`config.mk`:
```
export PLATFORM = sky130hd
export DESIGN_NAME = regfile_write_scheduler_flat
export DESIGN_NICKNAME = d
export VERILOG_FILES = /design/src/rtl/regfile_write_scheduler_pkg.sv /design/src/rtl/regfile_write_scheduler_if.sv /design/src/rtl/regfile_write_scheduler_fifo.sv /design/src/rtl/regfile_write_scheduler.sv /design/src/flat_wrapper.sv
export SDC_FILE = /design/constraint.sdc
export NUM_CORES = 1
export LEC_CHECK = 0
export ABC_AREA = 1
export CORE_ASPECT_RATIO = 0.7
export CORE_MARGIN = 1
export CORE_UTILIZATION = 25
export CTS_BUF_LIST = sky130_fd_sc_hd__clkbuf_4
export DETAILED_ROUTE_END_ITERATION = 16
export PLACE_DENSITY = 0.47
export SETUP_SLACK_MARGIN = 0.4
export SLEW_MARGIN = 30
export SYNTH_ARGS = -nofsm -noshare
export SYNTH_HDL_FRONTEND = slang
export SYNTH_SLANG_ARGS = --single-unit
```
`constraint.sdc`:
```
create_clock -name iClk -period 8.2 [get_ports iClk]
set_input_delay 1.64 -clock iClk [delete_from_list [all_inputs] [get_ports iClk]]
set_output_delay 1.64 -clock iClk [all_outputs]
set_load 0.02 [all_outputs]
```
`src/rtl/regfile_write_scheduler_pkg.sv`:
```
// Shared types and constants for the register-file write scheduler.
//   wb_req_t : one queued writeback (destination index + data) at default widths
//   rr_ptr_e : round-robin owner used when only one slot is free
package regfile_wb_pkg;

   localparam int unsigned WB_ADDRESS_WIDTH = 5;
   localparam int unsigned WB_DATA_WIDTH    = 32;

   localparam int unsigned REG_ZERO = 0;
   localparam bit          RR_A     = 1'b0;
   localparam bit          RR_B     = 1'b1;

   typedef struct packed {
      logic [WB_ADDRESS_WIDTH-1:0] addr;
      logic [WB_DATA_WIDTH-1:0]    data;
   } wb_req_t;

   typedef enum logic {
      PTR_A = RR_A,
      PTR_B = RR_B
   } rr_ptr_e;

endpackage

```
`src/rtl/regfile_write_scheduler_if.sv`:
```
// Bus bundle between the writeback producers / decode and the scheduler.
//   iA*/iB*      : producer request channels (valid, addr, data) with oAReady/oBReady
//   iQueryAddr   : forwarding lookup, answered by oQueryHit/oQueryData
//   oWrite*      : registered register-file write port
//   oCount       : FIFO occupancy
// master = producer/decode side, slave = scheduler side.
interface regfile_write_scheduler_if
   import regfile_wb_pkg::*;
#(
   parameter int unsigned ADDRESS_WIDTH = WB_ADDRESS_WIDTH,
   parameter int unsigned DATA_WIDTH    = WB_DATA_WIDTH,
   parameter int unsigned DEPTH         = 4
);

   logic                         iAValid;
   logic [ADDRESS_WIDTH-1:0]     iAAddr;
   logic [DATA_WIDTH-1:0]        iAData;
   logic                         oAReady;
   logic                         iBValid;
   logic [ADDRESS_WIDTH-1:0]     iBAddr;
   logic [DATA_WIDTH-1:0]        iBData;
   logic                         oBReady;
   logic [ADDRESS_WIDTH-1:0]     iQueryAddr;
   logic                         oQueryHit;
   logic [DATA_WIDTH-1:0]        oQueryData;
   logic                         oWriteEn;
   logic [ADDRESS_WIDTH-1:0]     oWriteAddress;
   logic [DATA_WIDTH-1:0]        oWriteData;
   logic [$clog2(DEPTH+1)-1:0]   oCount;

   modport master (
      output iAValid, iAAddr, iAData, iBValid, iBAddr, iBData, iQueryAddr,
      input  oAReady, oBReady, oQueryHit, oQueryData,
             oWriteEn, oWriteAddress, oWriteData, oCount
   );

   modport slave (
      input  iAValid, iAAddr, iAData, iBValid, iBAddr, iBData, iQueryAddr,
      output oAReady, oBReady, oQueryHit, oQueryData,
             oWriteEn, oWriteAddress, oWriteData, oCount
   );

endinterface

```
`src/rtl/regfile_write_scheduler_fifo.sv`:
```
// wb_fifo: circular buffer with up to two enqueues and one dequeue per cycle.
//   i_enq0/i_data0 : first (older) enqueue, written at the tail
//   i_enq1/i_data1 : second (younger) enqueue, only used together with i_enq0
//   i_deq          : pop the head (ignored when empty)
//   o_head         : current head entry
//   o_entries      : raw storage, indexed by slot
//   o_valid        : per-slot occupancy mask
//   o_rd_ptr       : slot of the head, for age-ordered searches
//   o_count        : occupancy 0..DEPTH
module wb_fifo
   import regfile_wb_pkg::*;
#(
   parameter int unsigned DEPTH = 4,
   parameter type         T     = wb_req_t
) (
   input  logic                          i_clk,
   input  logic                          i_rst,
   input  logic                          i_enq0,
   input  T                              i_data0,
   input  logic                          i_enq1,
   input  T                              i_data1,
   input  logic                          i_deq,
   output T                              o_head,
   output T                              o_entries [DEPTH],
   output logic [DEPTH-1:0]              o_valid,
   output logic [$clog2(DEPTH)-1:0]      o_rd_ptr,
   output logic [$clog2(DEPTH+1)-1:0]    o_count
);

   localparam int unsigned PW = $clog2(DEPTH);
   localparam int unsigned CW = $clog2(DEPTH+1);

   T                r_mem [DEPTH];
   logic [PW-1:0]   r_rd_ptr;
   logic [PW-1:0]   r_wr_ptr;
   logic [CW-1:0]   r_count;
   logic            w_deq;

   assign w_deq = i_deq && (r_count != '0);

   // Storage carries no reset; occupancy is tracked by the pointers alone.
   always_ff @(posedge i_clk) begin
      if (i_enq0) r_mem[r_wr_ptr] <= i_data0;
      if (i_enq1) r_mem[PW'(r_wr_ptr + 1'b1)] <= i_data1;
   end

   always_ff @(posedge i_clk or posedge i_rst) begin
      if (i_rst) begin
         r_rd_ptr <= '0;
         r_wr_ptr <= '0;
         r_count  <= '0;
      end else begin
         r_wr_ptr <= r_wr_ptr + PW'(i_enq0) + PW'(i_enq1);
         r_rd_ptr <= r_rd_ptr + PW'(w_deq);
         r_count  <= r_count + CW'(i_enq0) + CW'(i_enq1) - CW'(w_deq);
      end
   end

   always_comb begin
      o_valid = '0;
      for (int unsigned i = 0; i < DEPTH; i++) begin
         if (i < 32'(r_count)) o_valid[PW'(r_rd_ptr + PW'(i))] = 1'b1;
      end
   end

   assign o_head    = r_mem[r_rd_ptr];
   assign o_entries = r_mem;
   assign o_rd_ptr  = r_rd_ptr;
   assign o_count   = r_count;

endmodule

```
`src/rtl/regfile_write_scheduler.sv`:
```
// regfile_write_scheduler: merges two writeback channels into the single
// register-file write port, in program order, one write per cycle.
//   iClk, iRst : clock, asynchronous active-high reset
//   bus        : slave side of regfile_write_scheduler_if
//                (A/B request channels, forwarding query, write port, occupancy)
module regfile_write_scheduler
   import regfile_wb_pkg::*;
#(
   parameter int unsigned ADDRESS_WIDTH = WB_ADDRESS_WIDTH,
   parameter int unsigned DATA_WIDTH    = WB_DATA_WIDTH,
   parameter int unsigned DEPTH         = 4
) (
   input  logic                        iClk,
   input  logic                        iRst,
   regfile_write_scheduler_if.slave    bus
);

   localparam int unsigned PW = $clog2(DEPTH);
   localparam int unsigned CW = $clog2(DEPTH+1);
   localparam int unsigned FW = CW + 1;

   typedef struct packed {
      logic [ADDRESS_WIDTH-1:0] addr;
      logic [DATA_WIDTH-1:0]    data;
   } req_t;

   req_t                     w_req_a;
   req_t                     w_req_b;
   req_t                     w_d0;
   req_t                     w_head;
   req_t                     w_entries [DEPTH];
   logic [DEPTH-1:0]         w_valid;
   logic [PW-1:0]            w_rd_ptr;
   logic [CW-1:0]            w_count;
   logic                     w_deq;
   logic [FW-1:0]            w_free;
   logic                     w_a_ready;
   logic                     w_b_ready;
   logic                     w_enq_a;
   logic                     w_enq_b;
   logic                     w_q_hit;
   logic [DATA_WIDTH-1:0]    w_q_data;
   rr_ptr_e                  r_rr;
   rr_ptr_e                  w_rr_next;
   logic                     r_wr_en;
   logic [ADDRESS_WIDTH-1:0] r_wr_addr;
   logic [DATA_WIDTH-1:0]    r_wr_data;

   assign w_req_a = '{addr: bus.iAAddr, data: bus.iAData};
   assign w_req_b = '{addr: bus.iBAddr, data: bus.iBData};

   // Head drains unconditionally, so its slot is free for this cycle's enqueue.
   assign w_deq  = (w_count != '0);
   assign w_free = FW'(DEPTH) - FW'(w_count) + FW'(w_deq);

   always_ff @(posedge iClk or posedge iRst) begin
      if (iRst) r_rr <= PTR_A;
      else      r_rr <= w_rr_next;
   end

   always_comb begin
      w_a_ready = 1'b0;
      w_b_ready = 1'b0;
      w_rr_next = r_rr;
      if (w_free >= FW'(2)) begin
         w_a_ready = 1'b1;
         w_b_ready = 1'b1;
      end else if (w_free == FW'(1)) begin
         unique case ({bus.iAValid, bus.iBValid})
            2'b10: w_a_ready = 1'b1;
            2'b01: w_b_ready = 1'b1;
            2'b11: begin
               if (r_rr == PTR_A) begin
                  w_a_ready = 1'b1;
                  w_rr_next = PTR_B;
               end else begin
                  w_b_ready = 1'b1;
                  w_rr_next = PTR_A;
               end
            end
            default: ;
         endcase
      end
   end

   a_free_nonzero: assert property (@(posedge iClk) disable iff (iRst) w_free != '0);

   assign w_enq_a = bus.iAValid && w_a_ready;
   assign w_enq_b = bus.iBValid && w_b_ready;
   // A is older, so it always takes the first slot when both transfer.
   assign w_d0    = w_enq_a ? w_req_a : w_req_b;

   wb_fifo #(
      .DEPTH (DEPTH),
      .T     (req_t)
   ) u_fifo (
      .i_clk     (iClk),
      .i_rst     (iRst),
      .i_enq0    (w_enq_a || w_enq_b),
      .i_data0   (w_d0),
      .i_enq1    (w_enq_a && w_enq_b),
      .i_data1   (w_req_b),
      .i_deq     (w_deq),
      .o_head    (w_head),
      .o_entries (w_entries),
      .o_valid   (w_valid),
      .o_rd_ptr  (w_rd_ptr),
      .o_count   (w_count)
   );

   // x0 entries still drain and update address/data, but never raise the enable.
   always_ff @(posedge iClk or posedge iRst) begin
      if (iRst) begin
         r_wr_en   <= 1'b0;
         r_wr_addr <= '0;
         r_wr_data <= '0;
      end else if (w_deq) begin
         r_wr_en   <= (w_head.addr != ADDRESS_WIDTH'(REG_ZERO));
         r_wr_addr <= w_head.addr;
         r_wr_data <= w_head.data;
      end else begin
         r_wr_en   <= 1'b0;
      end
   end

   // Walk oldest to youngest so the last match seen is the youngest write.
   always_comb begin
      w_q_hit  = 1'b0;
      w_q_data = '0;
      if (r_wr_en && (r_wr_addr == bus.iQueryAddr)) begin
         w_q_hit  = 1'b1;
         w_q_data = r_wr_data;
      end
      for (int unsigned i = 0; i < DEPTH; i++) begin
         if (w_valid[PW'(w_rd_ptr + PW'(i))] &&
             (w_entries[PW'(w_rd_ptr + PW'(i))].addr == bus.iQueryAddr)) begin
            w_q_hit  = 1'b1;
            w_q_data = w_entries[PW'(w_rd_ptr + PW'(i))].data;
         end
      end
      if (bus.iQueryAddr == ADDRESS_WIDTH'(REG_ZERO)) begin
         w_q_hit  = 1'b0;
         w_q_data = '0;
      end
   end

   assign bus.oAReady       = w_a_ready;
   assign bus.oBReady       = w_b_ready;
   assign bus.oQueryHit     = w_q_hit;
   assign bus.oQueryData    = w_q_data;
   assign bus.oWriteEn      = r_wr_en;
   assign bus.oWriteAddress = r_wr_addr;
   assign bus.oWriteData    = r_wr_data;
   assign bus.oCount        = w_count;

endmodule

```
`src/flat_wrapper.sv`:
```
// flat-port wrapper written by rule: the top's interface ports become plain ports
module regfile_write_scheduler_flat import regfile_wb_pkg::*;
#(
   parameter int unsigned ADDRESS_WIDTH = WB_ADDRESS_WIDTH,
   parameter int unsigned DATA_WIDTH    = WB_DATA_WIDTH,
   parameter int unsigned DEPTH         = 4
)
  (iClk, iRst, bus_iAValid, bus_iAAddr, bus_iAData, bus_iBValid, bus_iBAddr, bus_iBData, bus_iQueryAddr, bus_oAReady, bus_oBReady, bus_oQueryHit, bus_oQueryData, bus_oWriteEn, bus_oWriteAddress, bus_oWriteData, bus_oCount);
  regfile_write_scheduler_if #(.ADDRESS_WIDTH(ADDRESS_WIDTH), .DATA_WIDTH(DATA_WIDTH), .DEPTH(DEPTH)) bus_i ();
  input  logic iClk;
  input  logic iRst;
  input wire logic [$bits(bus_i.iAValid)-1:0] bus_iAValid;
  input wire logic [$bits(bus_i.iAAddr)-1:0] bus_iAAddr;
  input wire logic [$bits(bus_i.iAData)-1:0] bus_iAData;
  input wire logic [$bits(bus_i.iBValid)-1:0] bus_iBValid;
  input wire logic [$bits(bus_i.iBAddr)-1:0] bus_iBAddr;
  input wire logic [$bits(bus_i.iBData)-1:0] bus_iBData;
  input wire logic [$bits(bus_i.iQueryAddr)-1:0] bus_iQueryAddr;
  output wire logic [$bits(bus_i.oAReady)-1:0] bus_oAReady;
  output wire logic [$bits(bus_i.oBReady)-1:0] bus_oBReady;
  output wire logic [$bits(bus_i.oQueryHit)-1:0] bus_oQueryHit;
  output wire logic [$bits(bus_i.oQueryData)-1:0] bus_oQueryData;
  output wire logic [$bits(bus_i.oWriteEn)-1:0] bus_oWriteEn;
  output wire logic [$bits(bus_i.oWriteAddress)-1:0] bus_oWriteAddress;
  output wire logic [$bits(bus_i.oWriteData)-1:0] bus_oWriteData;
  output wire logic [$bits(bus_i.oCount)-1:0] bus_oCount;
  assign bus_i.iAValid = bus_iAValid;
  assign bus_i.iAAddr = bus_iAAddr;
  assign bus_i.iAData = bus_iAData;
  assign bus_i.iBValid = bus_iBValid;
  assign bus_i.iBAddr = bus_iBAddr;
  assign bus_i.iBData = bus_iBData;
  assign bus_i.iQueryAddr = bus_iQueryAddr;
  assign bus_oAReady = bus_i.oAReady;
  assign bus_oBReady = bus_i.oBReady;
  assign bus_oQueryHit = bus_i.oQueryHit;
  assign bus_oQueryData = bus_i.oQueryData;
  assign bus_oWriteEn = bus_i.oWriteEn;
  assign bus_oWriteAddress = bus_i.oWriteAddress;
  assign bus_oWriteData = bus_i.oWriteData;
  assign bus_oCount = bus_i.oCount;
  regfile_write_scheduler #(.ADDRESS_WIDTH(ADDRESS_WIDTH), .DATA_WIDTH(DATA_WIDTH), .DEPTH(DEPTH)) u_core (.iClk(iClk), .iRst(iRst), .bus(bus_i));
endmodule
```
==> results of run 1 <==
[sequential cells by signal, indices dropped and copies added (netlist names)]
signal / cells
u_core.bus.oWriteAddress: 5
u_core.bus.oWriteData: 32
u_core.bus.oWriteEn: 1
u_core.r_rr: 1
u_core.u_fifo.o_count: 3
u_core.u_fifo.o_entries: 148
u_core.u_fifo.o_rd_ptr: 2
u_core.u_fifo.r_wr_ptr: 2
[critical path, stage by stage (launching register included)]
cell and delay (ps):
dfrtp_4 780, inv_2 340, ha_2 530, buf_4 560
nand3_1 200, nand2_1 110, nand2_1 50, nand4_1 90
nor2_1 60, nand2_2 510, inv_2 470, nand2_1 170
nand2_1 60, a21oi_1 240, clkdlybuf4s50_1 660
[through the flow]
stage	std cells	cell area, µm²	hold slack, ps	setup slack [ps]
floorplan	2800	16200	497	3470
global placement	3618	17900	549	1620
detailed placement	3618	17900	534	1600
CTS	3650	18100	576	702
global route	3654	18200	606	468
finish	3656	18200	571	872
[per-layer routing]
metal / up-vias / routed length (µm)
met5: - / 13
met4: 2 / 567
met3: 29 / 6480
met2: 671 / 24100
met1: 7786 / 37200
li1: 8830 / -
[kinds of logic (layout without fill, tap and decap cells)]
logic type / after synthesis / count (layout) / synth area share (%)
buf+inv: 557 / 578 / 15.4
flops: 194 / 194 / 25.4
other cells: 0 / 6 / 0
fa+ha+maj: 16 / 16 / 1.38
mux: 2 / 2 / 0.124
simple gates: 1651 / 1651 / 44.1
compound gates: 370 / 370 / 13.1
xor+xnor: 10 / 10 / 0.541
[area by class of cell]
type | count | area [µm²] | area share (%)
Antenna cell | 6 | 15.0 | 0.0827
Multi-Input combinational cell | 2049 | 9590 | 52.8
Clock inverter | 14 | 130 | 0.716
Clock buffer | 18 | 135 | 0.744
Sequential cell | 194 | 4120 | 22.7
Tap cell | 829 | 1040 | 5.71
Timing Repair Buffer | 184 | 1780 | 9.78
Inverter | 362 | 1360 | 7.49
[worst min-delay path by stage]
stage	from	endpoint	slack [ps]	depth (start not counted)
5_1_grt	u_core.u_fifo.o_entries[90]$_DFF_P_	u_core.u_fifo.o_entries[90]$_DFF_P_	610	4
4_1_cts	u_core.bus.oWriteData[12]$_DFFE_PP0P_	u_core.bus.oWriteData[12]$_DFFE_PP0P_	580	2
2_1_floorplan	u_core.u_fifo.r_wr_ptr[1]$_DFF_PP0_	u_core.u_fifo.r_wr_ptr[1]$_DFF_PP0_	500	1
6_report	u_core.bus.oWriteData[12]$_DFFE_PP0P_	u_core.bus.oWriteData[12]$_DFFE_PP0P_	570	2
3_5_place_dp	u_core.bus.oWriteAddress[4]$_DFFE_PP0P_	u_core.bus.oWriteAddress[4]$_DFFE_PP0P_	530	2
3_3_place_gp	u_core.bus.oWriteAddress[4]$_DFFE_PP0P_	u_core.bus.oWriteAddress[4]$_DFFE_PP0P_	550	2
[power by group through the flow]
stage               combinational, µW  sequential [µW]  clock, µW
floorplan                        4410             1840          0
global placement                 6640             1860          0
detailed placement               6600             1860          0
CTS                              6620             1840        592
global route                     7450             1910        627
finish                           6740             1850        570
[placed cells by master, fill, tap and decap left out, types with 8 or more instances in the layout]
| cell type | instances |
|---|---|
| nand2_4 | 9 |
| inv_2 | 10 |
| xor2_1 | 8 |
| o21ai_0 | 260 |
| nor2_1 | 39 |
| nand2_2 | 12 |
| nand2_1 | 1066 |
| a21oi_2 | 27 |
| clkdlybuf4s50_1 | 158 |
| ha_1 | 12 |
| inv_1 | 351 |
| nand3b_1 | 31 |
| dfrtp_1 | 44 |
| clkbuf_4 | 18 |
| dfxtp_1 | 148 |
| o21ai_2 | 40 |
| buf_4 | 26 |
| nand3_1 | 464 |
| o21ai_1 | 33 |
[what timing repair did]
item                                    in CTS  in global routing
hold buffers                                 0                  0
endpoints found under the setup margin       0                 10
resized for setup                            0                  1
==> metrics.md, run 1 <==
| Metric | Value |
|---|---|
| Final Skew | `45.9 ps` |
| Final total power | `9160 µW` |
| Status | `completed` |
| Crit path arrival time | `5690 ps` |
| Routed WL per cell | `18.7 µm` |
| I/O Pins | `159` |
| Largest net degree at the start of global routing | `109` |
| Die width | `306 µm` |
| Syn Area/Cell | `5.78 µm²` |
| Post-synth top cells | `nand2_1, nand3_1, inv_1` |
| Number of antenna violations at the first check in global routing | `5` |
| Max Fclk | `136 MHz` |
| First-pass GRT wire length | `102 mm` |
| Hold Fails Final Rpt | `0` |
| Internal | `3670 µW` |
| Grt met2 use | `24.9%` |
| Clk_lat worst skew | `800 ps` |
| GR Overflow Total | `0` |
| Synth async-reset ratio | `23.7%` |
| Worst-Margin Slew | `987 ps` |
| Worst vdd ir | `0.224 mV` |
| Post-CTS setup buffer count | `0` |
| DPL Wire Length | `47.7 mm` |
| Routed via count | `17300` |
| Mapped Area | `0.0162 mm²` |
| Root Buffer Master | `clkbuf_4` |
| M3 GR Usage | `4.98%` |
| Synth area leader | `nand2_1` |
| Clk slew on worst S/H paths | `200 ps` |
| GR Util met1 | `34.9%` |
| Logic pwr share | `73.6%` |
| Clock power share | `6.2%` |
| CP Max Fanout | `69` |
| CP startpoint | `u_core.u_fifo.o_rd_ptr[1]$_DFF_PP0_` |
| Seq pwr share | `20.2%` |
| Min-delay worst type | `reg2reg` |
| Top post-synthesis cells by area | `nand2_1, dfxtp_1, nand3_1` |
| Worst Setup EP | `bus_oQueryData[16]` |
| CTS buffer count | `17` |
| Max-cap violations | `0` |
| Tmin final | `7330 ps` |
| Die H | `215 µm` |
| Relative slew slack | `34.2%` |
| Num Clock Sinks | `194` |
| Number of global-route vias before repair | `14900` |
| Reg-to-reg critical path startpoint | `u_core.u_fifo.o_rd_ptr[0]$_DFF_PP0_` |
| CTS tree | `yes` |
| FF-to-FF path depth | `8` |
| Ys Warns | `0` |
| Synth Instances | `2800` |
| H-tree depth | `4` |
| R2r setup slk | `4260 ps` |
| Sw Ratio | `59.9%` |
| Vias per inst | `4.74` |
| Critical Path Start Type | `flip-flop` |
| Most numerous cell in the Yosys netlist | `nand2_1` |
| GP Congestion | `0.898` |
| 1st-iter DRT viols | `1864` |
| Layout fillers | `7308` |
| Floorplan Core Area | `0.0636 mm²` |
| Layout Utilization | `28.6%` |
| Clk buf depth | `2` |
| Period utilization | `89.4%` |
| Die area | `0.0658 mm²` |
| Fin nets | `2907` |
| Busiest grt layer | `met1` |
| Port Buf Inserts | `158` |
| Sum of negative setup slack | `0 ps` |
| Critical Path RT | `6560 ps` |
| Unique masters post-synth | `42` |
| Post-synth top area share | `24.7%` |
| PwrDens | `504 mW/mm²` |
| Post-route ant nets | `0` |
| Total iterations of the first detailed-routing run | `6` |
| Final setup violation count | `0` |
| Share of cells above drive strength 1 | `6.17%` |
| Leak Pwr | `0.00936 µW` |
| Initial cell density of the core | `25.4%` |
| Switching pwr | `5490 µW` |
| Register area share after synthesis | `25.4%` |
| Area Growth Syn to Fin | `12.3%` |
| Critical Path Sink Type | `output pin` |
| Final WL | `68.3 mm` |
| Setup repair after global routing missed its margin | `false` |
| Syn_nets | `2899` |
| Core Rows | `77` |
| Main flop type after synthesis | `dfxtp_1` |
| Yosys reg bits | `194` |
| Worst reg2reg path endpoint | `u_core.bus.oWriteData[3]$_DFFE_PP0P_` |
| EDFF count, synth | `0` |
| Drt drc | `0` |
| Fin. max-slew vios | `0` |
| GRT Resource Usage Total | `20.7%` |
| Critical path type | `reg2out` |
(Power assumes the default switching activity.)
==> run 2: changes to the inputs <==
--- a/config.mk
+++ b/config.mk
@@ -12,6 +12,7 @@
 export CTS_BUF_LIST = sky130_fd_sc_hd__clkbuf_4
 export DETAILED_ROUTE_END_ITERATION = 16
 export PLACE_DENSITY = 0.47
+export RECOVER_POWER = 25
 export SETUP_SLACK_MARGIN = 0.4
 export SLEW_MARGIN = 30
 export SYNTH_ARGS = -nofsm -noshare
==> metrics.md, run 2 (synthesis results as in run 1) <==
| Metric | Value |
|---|---|
| Leak Pwr | `0.00935 µW` |
| Failing checks | `capacitance limit, slew limit` |
| CP Max Fanout | `69` |
| Drt drc | `0` |
| Tmin final | `7310 ps` |
| Internal | `3670 µW` |
| CTS buffer count | `17` |
| Max Fclk | `137 MHz` |
| Multi-input gate area | `0.00958 mm²` |
| Setup repair after global routing missed its margin | `false` |
| GR Overflow Total | `0` |
| Commonest non-fill, non-tap cell in the layout | `nand2_1` |
| WHS | `570 ps` |
| Total iterations of the first detailed-routing run | `7` |
| Logic pwr share | `73.6%` |
| GR Util met1 | `34.9%` |
| Die area | `0.0658 mm²` |
| Critical Path RT | `6560 ps` |
| Seq pwr share | `20.1%` |
| Port Buf Inserts | `158` |
| Critical path type | `reg2out` |
| Clk slew on worst S/H paths | `200 ps` |
| Most frequent cells in the layout | `nand2_1, nand3_1, inv_1, o21ai_0, clkdlybuf4s50_1` |
| Number of antenna violations at the first check in global routing | `5` |
| Relative slew slack | `-91.0%` |
| FF-to-FF path depth | `15` |
| Final setup violation count | `0` |
| Critical Path Start Type | `flip-flop` |
| Post-route ant nets | `0` |
| Sw Ratio | `60.0%` |
| Worst vdd ir | `0.221 mV` |
| Hold path cells | `2` |
| Area Growth Syn to Fin | `12.2%` |
| Routed via count | `17400` |
| Final WL | `68.3 mm` |
| Routed WL per cell | `18.7 µm` |
| Clk_lat worst skew | `810 ps` |
| Critical Path Sink Type | `output pin` |
| Layout fillers | `7311` |
| Worst-Margin Slew | `2860 ps` |
| Fin. max-slew vios | `114` |
| First-pass GRT wire length | `102 mm` |
| Vias per inst | `4.75` |
| Final Skew | `50.4 ps` |
| PwrDens | `505 mW/mm²` |
| Clock power share | `6.3%` |
| Period utilization | `89.1%` |
| Min-delay worst type | `reg2reg` |
| Hold Fails Final Rpt | `0` |
| I/O Pins | `159` |
| Largest net degree at the start of global routing | `109` |
| Core Rows | `77` |
| M3 GR Usage | `4.98%` |
| Register area | `0.00412 mm²` |
| DPL Wire Length | `47.7 mm` |
| Number of global-route vias before repair | `14900` |
| GP Congestion | `0.898` |
| Floorplan Core Area | `0.0636 mm²` |
| Num Clock Sinks | `194` |
| Clk buf depth | `2` |
| Post-CTS setup buffer count | `0` |
| Root Buffer Master | `clkbuf_4` |
| Status | `finished, violations left` |
| 1st-iter DRT viols | `1920` |
| GRT Resource Usage Total | `20.7%` |
| CTS tree | `yes` |
| H-tree depth | `4` |
| Switching pwr | `5490 µW` |
| Busiest grt layer | `met1` |
| Initial cell density of the core | `25.4%` |
| Share of cells above drive strength 1 | `5.99%` |
| Fin nets | `2907` |
| Grt met2 use | `24.9%` |
| R2r setup slk | `3110 ps` |
| Max-cap violations | `2` |
| Crit path arrival time | `5670 ps` |
| Sum of negative setup slack | `0 ps` |
| Max FFs per register | `148` |
| Final total power | `9150 µW` |
| Die width | `306 µm` |
| Die H | `215 µm` |
run 2: changes by cell type in the layout (fill, tap and decap cells not counted):
cell	change
clkinv_2	-1
nand2_1	+1
o21ai_2	-1
o21ai_0	+1
clkdlybuf4s50_1	-7
clkinvlp_2	+1
clkbuf_1	+2
dlygate4sd3_1	+7
nand2_4	-1
buf_4	-2
clkinv_1	+1
inv_2	-1
run 2: cell type report:
cell class / count / share of cell area, %
Clock inverter: 14 / 0.717
Tap cell: 829 / 5.72
Clock buffer: 18 / 0.745
Multi-Input combinational cell: 2049 / 52.8
Inverter: 362 / 7.50
Timing Repair Buffer: 184 / 9.75
Sequential cell: 194 / 22.7
Antenna cell: 6 / 0.0828
run 2: routing by layer:
layer | routed length (µm) | share of wire, %
met1 | 37200 | 54
met5 | 13 | 0.019
met3 | 6390 | 9.4
met2 | 24200 | 35
met4 | 589 | 0.86
run 2: per-stage QoR:
| step | instances | setup WS (ps) | area, µm² | util, % |
|---|---|---|---|---|
| floorplan | 2800 | 3470 | 16200 | - |
| global placement | 3618 | 1620 | 17900 | 28.1 |
| detailed placement | 3618 | 1600 | 17900 | 28.1 |
| CTS | 3650 | 702 | 18100 | 28.5 |
| global route | 3654 | 468 | 18100 | 28.5 |
| finish | 3656 | 893 | 18100 | 28.5 |
run 2: power by group through the flow:
stage               Sequential (µW)  Combinational, µW  Clock, µW
global route                   1910               7450        627
floorplan                      1840               4410          0
CTS                            1840               6620        592
finish                         1840               6740        575
detailed placement             1860               6600          0
global placement               1860               6640          0
run 2: what timing repair did:
action                                 CTS  global route
hold buffers                             0             0
setup endpoints to repair                0            10
endpoints found under the hold margin    0             0
resized for setup                        0             1
run 2: critical path, cell delays in order (launching register included):
cell and delay (ps):
dfrtp_4 770, inv_2 330, ha_2 530, buf_4 560
nand3_1 200, nand2_1 110, nand2_1 50, nand4_1 90
nor2_1 60, nand2_2 510, inv_2 470, nand2_1 170
nand2_1 60, a21oi_1 240, clkdlybuf4s50_1 660
run 2: path summary, 6_finish.rpt:
path,to,from
setup / recovery,bus_oQueryData[16],u_core.u_fifo.o_rd_ptr[1]$_DFF_PP0_
hold / removal,u_core.bus.oWriteData[12]$_DFFE_PP0P_,u_core.bus.oWriteData[12]$_DFFE_PP0P_
setup reg to reg,u_core.u_fifo.o_entries[95]$_DFF_P_,u_core.u_fifo.o_count[2]$_DFF_PP0_
hold reg to reg,u_core.bus.oWriteData[12]$_DFFE_PP0P_,u_core.bus.oWriteData[12]$_DFFE_PP0P_
max in group asynchronous,u_core.u_fifo.o_rd_ptr[0]$_DFF_PP0_,iRst
min in group asynchronous,u_core.bus.oWriteAddress[4]$_DFFE_PP0P_,iRst
